==> src/rtl/div_seq_ctrl_pkg.sv <==
// Shared types for the execute-stage iterative divider.
// State encodings, op bit indices and the op decoder.
package div_seq_ctrl_pkg;

  localparam int DIV_XLEN = 32;

  typedef enum logic [1:0] {
    DIV_IDLE,
    DIV_CALC,
    DIV_FIX,
    DIV_DONE
  } div_state_t;

  localparam int DIV_DIV  = 0;
  localparam int DIV_DIVU = 1;
  localparam int DIV_REM  = 2;
  localparam int DIV_REMU = 3;

  typedef struct packed {
    logic sgn;
    logic rem;
  } div_op_t;

  // Anything that is not a clean one-hot code falls back to divu.
  function automatic div_op_t div_decode(input logic [3:0] op);
    div_op_t d;
    d = '{sgn: 1'b0, rem: 1'b0};
    case (op)
      4'(1 << DIV_DIV):  d.sgn = 1'b1;
      4'(1 << DIV_REM):  d = '{sgn: 1'b1, rem: 1'b1};
      4'(1 << DIV_REMU): d.rem = 1'b1;
      default: ;
    endcase
    return d;
  endfunction

endpackage

==> src/rtl/div_seq_ctrl_if.sv <==
// Request/result bundle between the execute stage and the divider.
// master = pipeline side, slave = divider side.
interface div_seq_ctrl_if #(
  parameter int XLEN = 32
);
  logic            DD_div_start_i;
  logic [3:0]      DD_div_op_i;
  logic [XLEN-1:0] DD_rs1_data_i;
  logic [XLEN-1:0] DD_rs2_data_i;
  logic            E_flush_i;
  logic            E_div_stall_o;
  logic            E_div_valid_o;
  logic [XLEN-1:0] E_div_result_o;

  modport master (
    output DD_div_start_i,
    output DD_div_op_i,
    output DD_rs1_data_i,
    output DD_rs2_data_i,
    output E_flush_i,
    input  E_div_stall_o,
    input  E_div_valid_o,
    input  E_div_result_o
  );

  modport slave (
    input  DD_div_start_i,
    input  DD_div_op_i,
    input  DD_rs1_data_i,
    input  DD_rs2_data_i,
    input  E_flush_i,
    output E_div_stall_o,
    output E_div_valid_o,
    output E_div_result_o
  );
endinterface

==> src/rtl/div_iter_step.sv <==
// One radix-2 restoring step: shift {rem,quo} left and
// trial-subtract the divisor, keeping the difference on no borrow.
module div_iter_step #(
  parameter int XLEN = 32
) (
  input  logic [XLEN:0]   rem,
  input  logic [XLEN-1:0] quo,
  input  logic [XLEN-1:0] divisor,
  output logic [XLEN:0]   rem_nxt,
  output logic [XLEN-1:0] quo_nxt
);

  logic [XLEN+1:0] sh;
  logic [XLEN:0]   diff;
  logic            borrow;

  assign sh      = {rem, quo[XLEN-1]};
  assign borrow  = sh < {2'b00, divisor};
  assign diff    = sh[XLEN:0] - {1'b0, divisor};
  assign rem_nxt = borrow ? sh[XLEN:0] : diff;
  assign quo_nxt = {quo[XLEN-2:0], ~borrow};

endmodule

==> src/rtl/div_seq_ctrl.sv <==
// Multi-cycle div/divu/rem/remu sequencer for the execute stage.
// Stalls upstream while iterating; one-cycle valid pulse on result.
module div_seq_ctrl
  import div_seq_ctrl_pkg::*;
#(
  parameter int XLEN  = DIV_XLEN,
  parameter int CNT_W = 6
) (
  input logic          clk,
  input logic          rst,
  div_seq_ctrl_if.slave bus
);

  div_state_t      state;
  logic [CNT_W-1:0] cnt;
  logic [XLEN:0]   rem_q;
  logic [XLEN-1:0] quo_q;
  logic [XLEN-1:0] dvsr_q;
  div_op_t         op_q;
  logic            sign_q;
  logic            sign_r;
  logic            busy_q;
  logic            valid_q;
  logic [XLEN-1:0] result_q;

  div_op_t         dec;
  logic [XLEN-1:0] rs1;
  logic [XLEN-1:0] rs2;
  logic [XLEN-1:0] mag1;
  logic [XLEN-1:0] mag2;
  logic            div0;
  logic            ovf;
  logic            take;
  logic [XLEN-1:0] sp_q;
  logic [XLEN-1:0] sp_r;
  logic [XLEN-1:0] q_fix;
  logic [XLEN-1:0] r_fix;
  logic [XLEN:0]   rem_nxt;
  logic [XLEN-1:0] quo_nxt;

  assign dec  = div_decode(bus.DD_div_op_i);
  assign rs1  = bus.DD_rs1_data_i;
  assign rs2  = bus.DD_rs2_data_i;
  assign mag1 = (dec.sgn && rs1[XLEN-1]) ? -rs1 : rs1;
  assign mag2 = (dec.sgn && rs2[XLEN-1]) ? -rs2 : rs2;
  assign div0 = rs2 == '0;
  assign ovf  = dec.sgn && (rs1 == {1'b1, {(XLEN-1){1'b0}}})
              && (&rs2);
  assign take = (state == DIV_IDLE) && bus.DD_div_start_i
              && !bus.E_flush_i;

  assign sp_q = div0 ? '1 : rs1;
  assign sp_r = div0 ? rs1 : '0;

  assign q_fix = (op_q.sgn && sign_q) ? -quo_q : quo_q;
  assign r_fix = (op_q.sgn && sign_r) ? -rem_q[XLEN-1:0]
                                      : rem_q[XLEN-1:0];

  div_iter_step #(.XLEN(XLEN)) u_step (
    .rem     (rem_q),
    .quo     (quo_q),
    .divisor (dvsr_q),
    .rem_nxt (rem_nxt),
    .quo_nxt (quo_nxt)
  );

  always_ff @(posedge clk) begin
    if (rst) begin
      state    <= DIV_IDLE;
      cnt      <= '0;
      rem_q    <= '0;
      quo_q    <= '0;
      dvsr_q   <= '0;
      op_q     <= '{sgn: 1'b0, rem: 1'b0};
      sign_q   <= 1'b0;
      sign_r   <= 1'b0;
      busy_q   <= 1'b0;
      valid_q  <= 1'b0;
      result_q <= '0;
    end else begin
      valid_q <= 1'b0;
      if (bus.E_flush_i) begin
        state  <= DIV_IDLE;
        busy_q <= 1'b0;
      end else begin
        unique case (state)
          DIV_IDLE: begin
            if (bus.DD_div_start_i) begin
              op_q   <= dec;
              sign_q <= rs1[XLEN-1] ^ rs2[XLEN-1];
              sign_r <= rs1[XLEN-1];
              if (div0 || ovf) begin
                result_q <= dec.rem ? sp_r : sp_q;
                valid_q  <= 1'b1;
                state    <= DIV_DONE;
              end else begin
                rem_q  <= '0;
                quo_q  <= mag1;
                dvsr_q <= mag2;
                cnt    <= CNT_W'(XLEN);
                busy_q <= 1'b1;
                state  <= DIV_CALC;
              end
            end
          end
          DIV_CALC: begin
            rem_q <= rem_nxt;
            quo_q <= quo_nxt;
            cnt   <= cnt - 1'b1;
            if (cnt == CNT_W'(1)) state <= DIV_FIX;
          end
          DIV_FIX: begin
            result_q <= op_q.rem ? r_fix : q_fix;
            valid_q  <= 1'b1;
            busy_q   <= 1'b0;
            state    <= DIV_DONE;
          end
          DIV_DONE: state <= DIV_IDLE;
        endcase
      end
    end
  end

  assign bus.E_div_stall_o  = busy_q | take;
  assign bus.E_div_valid_o  = valid_q;
  assign bus.E_div_result_o = result_q;

endmodule
==> src/flat_wrapper.sv <==
// flat-port wrapper written by rule: the top's interface ports become plain ports
module div_seq_ctrl_flat import div_seq_ctrl_pkg::*;
#(
  parameter int XLEN  = DIV_XLEN,
  parameter int CNT_W = 6
)
  (clk, rst, bus_DD_div_start_i, bus_DD_div_op_i, bus_DD_rs1_data_i, bus_DD_rs2_data_i, bus_E_flush_i, bus_E_div_stall_o, bus_E_div_valid_o, bus_E_div_result_o);
  div_seq_ctrl_if #(.XLEN(XLEN)) bus_i ();
  input logic clk;
  input logic rst;
  input wire logic [$bits(bus_i.DD_div_start_i)-1:0] bus_DD_div_start_i;
  input wire logic [$bits(bus_i.DD_div_op_i)-1:0] bus_DD_div_op_i;
  input wire logic [$bits(bus_i.DD_rs1_data_i)-1:0] bus_DD_rs1_data_i;
  input wire logic [$bits(bus_i.DD_rs2_data_i)-1:0] bus_DD_rs2_data_i;
  input wire logic [$bits(bus_i.E_flush_i)-1:0] bus_E_flush_i;
  output wire logic [$bits(bus_i.E_div_stall_o)-1:0] bus_E_div_stall_o;
  output wire logic [$bits(bus_i.E_div_valid_o)-1:0] bus_E_div_valid_o;
  output wire logic [$bits(bus_i.E_div_result_o)-1:0] bus_E_div_result_o;
  assign bus_i.DD_div_start_i = bus_DD_div_start_i;
  assign bus_i.DD_div_op_i = bus_DD_div_op_i;
  assign bus_i.DD_rs1_data_i = bus_DD_rs1_data_i;
  assign bus_i.DD_rs2_data_i = bus_DD_rs2_data_i;
  assign bus_i.E_flush_i = bus_E_flush_i;
  assign bus_E_div_stall_o = bus_i.E_div_stall_o;
  assign bus_E_div_valid_o = bus_i.E_div_valid_o;
  assign bus_E_div_result_o = bus_i.E_div_result_o;
  div_seq_ctrl #(.XLEN(XLEN), .CNT_W(CNT_W)) u_core (.clk(clk), .rst(rst), .bus(bus_i));
endmodule
==> config.mk <==
export PLATFORM = sky130hd
export DESIGN_NAME = div_seq_ctrl_flat
export DESIGN_NICKNAME = d
export VERILOG_FILES = /design/src/rtl/div_seq_ctrl_pkg.sv /design/src/rtl/div_seq_ctrl_if.sv /design/src/rtl/div_iter_step.sv /design/src/rtl/div_seq_ctrl.sv /design/src/flat_wrapper.sv
export SDC_FILE = /design/constraint.sdc
export NUM_CORES = 1
export LEC_CHECK = 0
export BUFFER_PORTS_ARGS = -buffer_cell sky130_fd_sc_hd__buf_2
export CORE_UTILIZATION = 45
export CTS_CLUSTER_DIAMETER = 100
export DETAILED_ROUTE_END_ITERATION = 8
export PLACE_DENSITY = 0.75
export SYNTH_ARGS = -nofsm -noshare
export SYNTH_HDL_FRONTEND = slang
export SYNTH_SLANG_ARGS = --single-unit
==> constraint.sdc <==
create_clock -name clk -period 3.3 [get_ports clk]
set_input_delay 0.33 -clock clk [delete_from_list [all_inputs] [get_ports clk]]
set_output_delay 0.33 -clock clk [all_outputs]
set_load 0.02 [all_outputs]
# Yosys cells after proc, flatten, opt, wreduce, memory -nomap -nowiden
# Cells that the tools add are included.
totals:
  ff_bits: 143
  latchBits: 0
  ramBits: 0
  romBits: 0
  input_bits: 72
  out_inout_bits: 34
  memories: 0
classes:
  add_sub_neg: 6
  multipliers: 0
  div: 0
  magnitude_cmp: 1
  n_eq_ne: 12
  n_shift: 0
  muxes: 33
  bitwise_logic: 5
  reduce_logical: 24
op_table:
  columns: ["op", "n"]
  rows:
  - ["32-bit 2-to-1 mux", 12]
  - ["32-bit negation", 4]
  - ["32-bit one-hot mux with 2 select lines", 2]
  - ["33-bit 2-to-1 mux", 3]
  - ["33-bit one-hot mux with 2 select lines", 1]
  - ["34-bit by 32-bit less-than comparator with 1-bit output", 1]
  - ["33-bit by 32-bit subtractor with 33-bit output", 1]
  - ["32-bit equality test, second input constant", 1]
  - ["32-bit logical NOT", 1]
  - ["32-bit AND reduction", 1]
  - ["6-bit 2-to-1 mux", 2]
  - ["6-bit one-hot mux with 2 select lines", 1]
  - ["4-bit AND reduction", 3]
  - ["1-bit logical AND", 8]
  - ["2-bit one-hot mux with 4 select lines", 1]
  - ["6-bit by 1-bit equality test with 1-bit output, second input constant", 1]
  - ["1-bit 2-to-1 mux", 6]
  - ["2-bit 2-to-1 mux", 3]
  - ["2-bit inequality test, second input constant", 3]
  - ["3-bit AND reduction", 2]
  - ["2-bit OR reduction", 3]
  - ["6-bit by 1-bit subtractor with 6-bit output, second input constant", 1]
  - ["2-bit equality test, second input constant", 2]
  - ["4-bit by 1-bit equality test with 1-bit output, second input constant", 1]
  - ["13 further kinds", 17]

# Logic depth before layout (Yosys ltp)
# Gate-level depths: netlist of the first run.
logic_depth:
  word_depth: 9
  depth_mapped: 13
  mapped_depth_nobuf: 12

# Modules after synthesis
# A second synthesis of the first run with hierarchy kept.
hier_totals:
  hier_cells: 1484
  area_unflattened_um2: 11586.1
by_module_without_submodules:
  columns: ["mod", "instances", "cells_each", "area_per_inst_um2"]
  rows:
  - ["div_seq_ctrl", 1, 1152, 9039.9]
  - ["div_iter_step", 1, 332, 2546.2]

# Worst setup path before layout of the first run
# No wires, ideal clock.
synth_timing:
  path_type: "register to register"
  start: "register u_core.quo_q[31]"
  end: "register u_core.rem_q[13]"
  setup_time_ns: 0.129
  arrival_time_ns: 2.892
  slack_ns: 0.280
  path_stages_with_launch: 14
  n_path_buf: 1
  period_less_slack_ns: 3.020
  cell_sequence: "dfxtp_1 inv_1 ha_1 inv_1 fa_1 a211oi_1 o21ai_0 a21oi_1 nand2_1 a211oi_2 o21ai_1 buf_2 mux2i_1 o21ai_0"
synth_between:
  elab_chain_len: 3
  elab_cells_between_ends: 4
  classes_between: "add/sub: 1; order compare: 1; mux: 2"
synth_rtl:
  columns: ["item", "line_no", "text"]
  rows:
  - ["start: declaration", "div_seq_ctrl.sv:17", "logic [XLEN-1:0] quo_q;"]
  - ["start signal: assignment", "div_seq_ctrl.sv:98", "quo_q <= mag1;"]
  - ["start signal: assignment", "div_seq_ctrl.sv:108", "quo_q <= quo_nxt;"]
  - ["33-bit by 32-bit subtractor with 33-bit output / 34-bit by 32-bit less-than comparator with 1-bit output (equally long branches)", "div_iter_step.sv:19, div_iter_step.sv:18", null]
  - ["33-bit 2-to-1 mux *", "div_iter_step.sv:20", "assign rem_nxt = borrow ? sh[XLEN:0] : diff;"]
  - ["33-bit one-hot mux with 2 select lines *", "div_seq_ctrl.sv:86", "unique case (state)"]
  - ["end signal: assignment", "div_seq_ctrl.sv:107", "rem_q <= rem_nxt;"]
  - ["end: declaration", "div_seq_ctrl.sv:16", "logic [XLEN:0] rem_q;"]
# Mark *: on every way between the ends. The rest lies on a longest branch, timed or not.
# A chain may end at the register's enable or synchronous reset.

# Worst setup path in the final report of the first run
layout_timing:
  start: "register u_core.dvsr_q[8]"
  end: "register u_core.rem_q[27]"
layout_between:
  elab_chain_len: 3
  elab_cells_between_ends: 4
  classes_between: "add/sub: 1; order compare: 1; mux: 2"
layout_rtl:
  columns: ["item", "line_no", "text"]
  rows:
  - ["start: declaration", "div_seq_ctrl.sv:18", "logic [XLEN-1:0] dvsr_q;"]
  - ["start signal: assignment", "div_seq_ctrl.sv:99", "dvsr_q <= mag2;"]
  - ["33-bit by 32-bit subtractor with 33-bit output / 34-bit by 32-bit less-than comparator with 1-bit output (equally long branches)", "div_iter_step.sv:19, div_iter_step.sv:18", null]
  - ["33-bit 2-to-1 mux *", "div_iter_step.sv:20", null]
  - ["33-bit one-hot mux with 2 select lines *", "div_seq_ctrl.sv:86", null]
# Marks and branches as above.

==> results.py, run 1 <==
metrics = {
    "cells_and_area": {
        "diodes": 0,
        "layout-drive-gt1-share_pct": 14.2,
        "mostFrequentLayoutCells": "nand2_1, a21oi_1, dfxtp_1",
        "fin_util_pct": 53.4,
        "final_nets": 1699,
        "nFillCells": 2341,
        "area_growth_pct": 15.2,
        "layout_commonest_cell": "nand2_1",
    },
    "timing": {
        "setup_violations": 0,
        "finalClockSkew_ns": 0.0114,
        "fin_setup_tns_ns": 0,
        "slew_headroom_pct": 48.2,
        "finalCritPeriodShare_pct": 93.7,
        "layout_setup_ws_ns": 0.209,
        "hold_ws_ns": 0.200,
        "rsz0062_at_grt": "false",
        "tightest_slew_ns": 0.776,
        "max_freq_ghz": 0.324,
        "maxSlewViolCount": 0,
        "final.min_clock_period_ns": 3.09,
        "final_hold_viol_count": 0,
    },
    "routing": {
        "drt_iter0_drc": 1134,
        "detail_route.wl_per_cell_um": 18.1,
        "vias": 11500,
        "drt_wl_total_um": 34600,
        "via_per_inst": 6.00,
        "drc": 0,
        "detail-route-antenna-nets": 0,
        "drt_first_pass_iters": 7,
    },
    "clock_tree": {
        "clock-sinks": 143,
        "cts_inserted_buffers": 17,
        "htree_levels": 4,
        "post-cts-setup-buffers": 0,
        "cts_tree": "yes",
        "cts_root_buf": "clkbuf_16",
        "cts.clk_slew.worst_paths_ns": 0.06,
        "clockBufferDepth": 2,
        "clkLatencyLatePin_ns": 0.44,
    },
    "synthesis": {
        "synthMuxAreaShare_pct": 2.83,
        "synth_top_cell_by_area": "dfxtp_1",
        "avgSynthCellArea_um2": 7.38,
        "synth_simple_gate_area_share_pct": 21.6,
        "synth_adder_area_share_pct": 4.97,
        "post_synth_inst_count": 1488,
        "synth_warnings": 0,
        "synth_edf_count": 0,
        "yosysTopAreaCellShare_pct": 26.1,
        "ys_async_sr_fraction_pct": 0,
        "synth_area_um2": 11000,
        "synth_top_family_by_area": "compound AO/OA/AOI/OAI gates",
        "synth_area_leaders": "dfxtp_1, a21oi_1, nand2_1",
        "synth_top_flop_cell": "dfxtp_1",
        "ys_types": 73,
        "ys_seq_elements": 143,
        "synth_compound_area_share_pct": 27.5,
        "syn-num-nets": 1603,
        "synth-xor-area-share_pct": 11.5,
        "yosysSeqAreaShare_pct": 26.1,
    },
    "floorplanning": {
        "rows": 56,
        "die_w_um": 158,
        "fp.dieArea_um2": 25000,
        "core_area_um2": 23700,
        "initial_utilization_pct": 46.4,
        "io_pins": 106,
        "fp.dieH_um": 158,
    },
    "power": {
        "power.density_nw_per_um2": 389,
        "p_leak_nw": 4.86,
        "ir_drop_v": 0.000261,
    },
    "critical_path": {
        "worst-r2r-cell-count": 10,
        "critPathRequiredTime_ns": 3.62,
        "arrival_ns": 3.41,
        "end_kind": "flop",
        "critPathMaxFanout": 6,
        "criticalPathCategory": "reg -> reg",
        "regToRegSetupSlack_ns": 0.21,
        "worst_setup_path_start_kind": "flop",
    },
    "status": {
        "status": "completed",
    },
    "placement": {
        "pre_cts_ws_ns": 0.189,
        "port_buffers": 105,
        "place.gp.congestion": 0.974,
        "dp_hpwl_um": 26400,
    },
    "global_routing": {
        "grt-ovfl-total": 0,
        "grt_pass1_wl_um": 54900,
        "antenna_found_initial": 0,
        "grtUsageTotal_pct": 28.2,
        "grt_max_degree": 62,
        "grt_pass1_vias": 10300,
    },
    "hold_path": {
        "hold_class": "in -> reg",
        "min_path_cells": 2,
    },
    "run": {
        "cap_violations": 0,
    },
}
## stage by stage
step                      total power [mW]  cells  area, um^2
final                                 4.91   1916       12600
after global routing                  5.12   1916       12600
after CTS                             4.90   1916       12600
after detailed placement              3.01   1884       12100
after global placement                2.99   1884       12100
after floorplan                       2.66   1488       11000
## state kept, by name, indices dropped and copies added, names as in the netlist, 2 cells and up
signal	count
u_core.state	2
u_core.quo_q	32
u_core.bus.E_div_result_o	32
u_core.cnt	6
u_core.dvsr_q	32
u_core.op_q	2
u_core.rem_q	33
## cells in the mapped netlist, types with 8 or more instances
| library cell | number |
|---|---|
| nand2b_1 | 12 |
| o21ai_0 | 95 |
| a21o_1 | 14 |
| a311oi_1 | 9 |
| xor2_1 | 78 |
| and3_1 | 11 |
| or4_1 | 18 |
| a31oi_1 | 15 |
| dfxtp_1 | 143 |
| mux2i_1 | 31 |
| inv_1 | 63 |
| o41ai_1 | 15 |
| xnor2_1 | 66 |
| nand3_1 | 21 |
| nor2_1 | 134 |
| a21oi_1 | 153 |
| or2_2 | 9 |
| clkbuf_1 | 67 |
| nand2_1 | 186 |
| nand4_1 | 13 |
| nor3_1 | 26 |
| a211oi_1 | 41 |
| or3_1 | 14 |
| o211ai_1 | 48 |
| o31ai_1 | 20 |
| ha_1 | 42 |
| and2_1 | 8 |
| nor4_1 | 21 |
| buf_2 | 18 |
## cells by family (layout without fill, tap and decap cells)
family | count (synthesis) | after routing
compound gates | 473 | 473
simple gates | 500 | 500
xor+xnor | 144 | 144
mux | 31 | 31
flops | 143 | 143
fa+ha+maj | 43 | 43
buf+inv | 154 | 263
## critical path: stages, from the launching register on
cell,delay [ns]
dfxtp_1,0.33
inv_1,0.05
ha_1,0.38
and4_1,0.25
nor2b_1,0.15
or4_1,0.57
o2111ai_1,0.26
a31oi_1,0.31
or4_1,0.48
nand3_1,0.11
o21ai_0,0.07
## per-layer routing
metal	track usage, %	share of wire (%)
met5	0	0
met1	39.2	46
met4	10.8	2.8
met3	4.38	7.5
met2	43.3	44
## power by group
| group | switching, mW | internal (mW) |
|---|---|---|
| clock | 0.842 | 1.07 |
| combinational | 0.697 | 0.436 |
| sequential | 0.0735 | 1.80 |
## cell type report
| class | instances | area, um^2 | area share [%] |
|---|---|---|---|
| multi-input cells | 1191 | 7530 | 59.5 |
| flip-flops and latches | 143 | 2860 | 22.6 |
| repair buffers | 167 | 1040 | 8.25 |
| clock buffers | 18 | 439 | 3.47 |
| well taps | 319 | 399 | 3.16 |
| inverters | 64 | 240 | 1.90 |
| clock inverters | 14 | 134 | 1.06 |
## timing repair
| action | in CTS | in global routing |
|---|---|---|
| resized for setup | 0 | 3 |
| endpoints found under the setup margin | 0 | 29 |
| hold buffers | 0 | 0 |
## worst paths after layout
path | startpoint | end
min reg2reg | u_core.bus.E_div_result_o[26] | u_core.bus.E_div_result_o[26]
min | bus_E_flush_i | u_core.busy_q
max reg2reg | u_core.dvsr_q[8] | u_core.rem_q[27]
max | u_core.dvsr_q[8] | u_core.rem_q[27]
Note: power is estimated with default switching activity, not from simulation.
==> inputs of run 2 (changes only) <==
Settings changed: ABC_AREA from default to 1.
==> run 2 against run 1 <==
Effect of this change:
- register-to-register slack better by 0.28 ns
- sequential power about the same
- combinational power up 27%
- first-iteration DRC count up 50%
- clock skew up 0.0083 ns
- power up 9.8%
- sequential cell count unchanged
- largest cell class unchanged
==> results.py, run 2 <==
metrics = {
    "placement": {
        "place.gp.congestion": 0.966,
        "placed_cells": 2696,
        "dp_hpwl_um": 35000,
        "port_buffers": 105,
        "pre_cts_ws_ns": 0.346,
    },
    "timing": {
        "maxSlewViolCount": 0,
        "finalClockSkew_ns": 0.0197,
        "final_hold_viol_count": 0,
        "tightest_slew_ns": 1.09,
        "layout_setup_ws_ns": 0.485,
        "hold_ws_ns": 0.188,
        "setup_violations": 0,
        "rsz0062_at_grt": "false",
        "finalCritPeriodShare_pct": 85.3,
        "fin_setup_tns_ns": 0,
        "final.min_clock_period_ns": 2.81,
        "slew_headroom_pct": 27.5,
        "max_freq_ghz": 0.355,
    },
    "cells_and_area": {
        "diodes": 0,
        "final_nets": 2452,
        "stdcell_count": 2725,
        "mostFrequentLayoutCells": "nand2_1, inv_1, nand3_1",
        "layout_commonest_cell": "nand2_1",
        "area_growth_pct": 10.7,
        "layout-drive-gt1-share_pct": 9.84,
        "top_register": "u_core.rem_q",
        "largest_register_ffs": 33,
        "fin_util_pct": 51.1,
    },
    "floorplanning": {
        "fp.dieArea_um2": 29400,
        "initial_utilization_pct": 46.2,
        "die_w_um": 172,
        "rows": 61,
        "core_area_um2": 28000,
        "io_pins": 106,
        "fp.dieH_um": 172,
    },
    "critical_path": {
        "worst_setup_path_start_kind": "flop",
        "critPathRequiredTime_ns": 3.57,
        "cpMostUsedCell": "nand2_1",
        "critPathMaxFanout": 32,
        "arrival_ns": 3.09,
        "worstReg2RegEnd": "u_core.rem_q[19]",
        "crit_start": "u_core.quo_q[31]",
        "worstSetupEndpoint": "u_core.rem_q[19]",
        "worst-r2r-cell-count": 14,
        "criticalPathCategory": "reg -> reg",
        "end_kind": "flop",
        "r2r-start": "u_core.quo_q[31]",
        "slowest_stage": "inv_2",
        "crit_chain": "inv_1 -> ha_1 -> inv_1 -> fa_1 -> nand3_1 -> nand3_1 -> nand2_1 -> nand2_1 -> nand2_1 -> nand2_2 -> inv_2 -> nand2_1 -> nand3_1 -> a21oi_1",
        "cpPeakStageDelay_ns": 0.47,
        "regToRegSetupSlack_ns": 0.49,
    },
    "global_routing": {
        "grt_pass1_vias": 13500,
        "antenna_found_initial": 0,
        "grtUsageTotal_pct": 31.0,
        "grt_pass1_wl_um": 70600,
        "grt-ovfl-total": 0,
        "grt_max_degree": 89,
    },
    "routing": {
        "detail-route-antenna-nets": 0,
        "drt_first_pass_iters": 6,
        "wl_met1_um": 20500,
        "drt_iter0_drc": 1706,
        "detail_route.wl_per_cell_um": 16.7,
        "vias": 15000,
        "drt_wl_total_um": 45400,
        "drc": 0,
        "top_layer_used": "met4",
        "wl_met3_um": 3770,
        "via_per_inst": 5.52,
        "routed-wl-met2_um": 19600,
    },
    "synthesis": {
        "ys_async_sr_fraction_pct": 0,
        "post_synth_inst_count": 2271,
        "synth_top_flop_cell": "dfxtp_1",
        "ys_types": 43,
        "yosysTopAreaCellShare_pct": 22.1,
        "ys_seq_elements": 143,
        "synth.most_common_cell": "nand2_1",
        "yosysSeqAreaShare_pct": 22.1,
        "synth_area_leaders": "dfxtp_1, nand2_1, nand3_1",
        "synth_warnings": 0,
        "synth_top_cell_by_area": "dfxtp_1",
        "synth_area_um2": 12900,
        "avgSynthCellArea_um2": 5.70,
        "syn-num-nets": 2386,
        "ys_top_cells_by_count": "nand2_1, inv_1, nand3_1",
        "synth_edf_count": 0,
    },
    "power": {
        "intPower_mw": 3.53,
        "p_sw_mw": 1.87,
        "p_clk_share_pct": 38.7,
        "switching_share_pct": 34.6,
        "power.density_nw_per_um2": 377,
        "p_leak_nw": 7.09,
        "ir_drop_v": 0.000314,
        "p_seq_share_pct": 34.9,
        "p_comb_share_pct": 26.5,
    },
    "clock_tree": {
        "clockBufferDepth": 2,
        "ctsResizeCount": 0,
        "post-cts-setup-buffers": 0,
        "cts_root_buf": "clkbuf_16",
        "cts_inserted_buffers": 17,
        "cts_tree": "yes",
        "cts.clk_slew.worst_paths_ns": 0.08,
        "clkLatencyLatePin_ns": 0.45,
        "clock-sinks": 143,
        "htree_levels": 4,
        "hold_buffers": 0,
    },
    "status": {
        "status": "completed",
    },
    "hold_path": {
        "hp-start": "bus_DD_rs2_data_i[31]",
        "hold_class": "in -> reg",
    },
    "run": {
        "cap_violations": 0,
    },
}
-- run 2: worst min path at each step --
stage | cells past startpoint | slack [ns] | endpoint
2_1_floorplan | 2 | 0.43 | u_core.busy_q
3_3_place_gp | 2 | 0.45 | u_core.busy_q
3_5_place_dp | 2 | 0.45 | u_core.busy_q
4_1_cts | 3 | 0.19 | u_core.dvsr_q[31]
5_1_grt | 3 | 0.21 | u_core.sign_q
6_report | 3 | 0.19 | u_core.dvsr_q[31]
-- run 2: metrics by stage --
stage | total power [mW] | cell area, um^2
finish | 5.39 | 14300
global route | 5.64 | 14300
CTS | 5.36 | 14300
detailed placement | 3.30 | 13700
global placement | 3.29 | 13700
floorplan | 2.88 | 12900
-- run 2: logic make-up after synthesis --
family / count (synthesis) / share of synthesized area, %
adders and majority gates: 43 / 4.22
xor gates and xnor gates: 63 / 4.27
DFF: 143 / 22.1
AOI/OAI and AO/OA: 391 / 16.1
and+or+nand+nor: 1246 / 41.3
buffers and inverters: 385 / 12.0
-- run 2: area by class of cell --
class                   count  area [um^2]
inverters                 304         1140
fillers                  2990        13700
clock inverters            10          164
repair buffers            128          711
well taps                 378          473
multi-input cells        1743         8520
clock buffers              19          443
flip-flops and latches    143         2860
-- run 2: critical path: cells and delay by family (launching register included) --
family	cells	cell delay, ns
AOI/OAI and AO/OA	1	0.07
adders and majority gates	2	0.61
buffers and inverters	3	0.67
DFF	1	0.33
and+or+nand+nor	8	0.94
-- run 2: power by group through the flow --
stage | Clock, mW | Combinational [mW] | Sequential, mW
5_1_grt | 2.16 | 1.58 | 1.89
2_1_floorplan | 0 | 0.968 | 1.91
3_5_place_dp | 0 | 1.39 | 1.91
6_report | 2.09 | 1.43 | 1.88
4_1_cts | 2.09 | 1.40 | 1.88
3_3_place_gp | 0 | 1.38 | 1.91
-- run 2: layer usage --
layer | global-route usage, % | vias up
met5 | 0 | -
met4 | 12.9 | 0
met3 | 4.67 | 110
met2 | 47.7 | 676
met1 | 42.8 | 6821
li1 | - | 7436
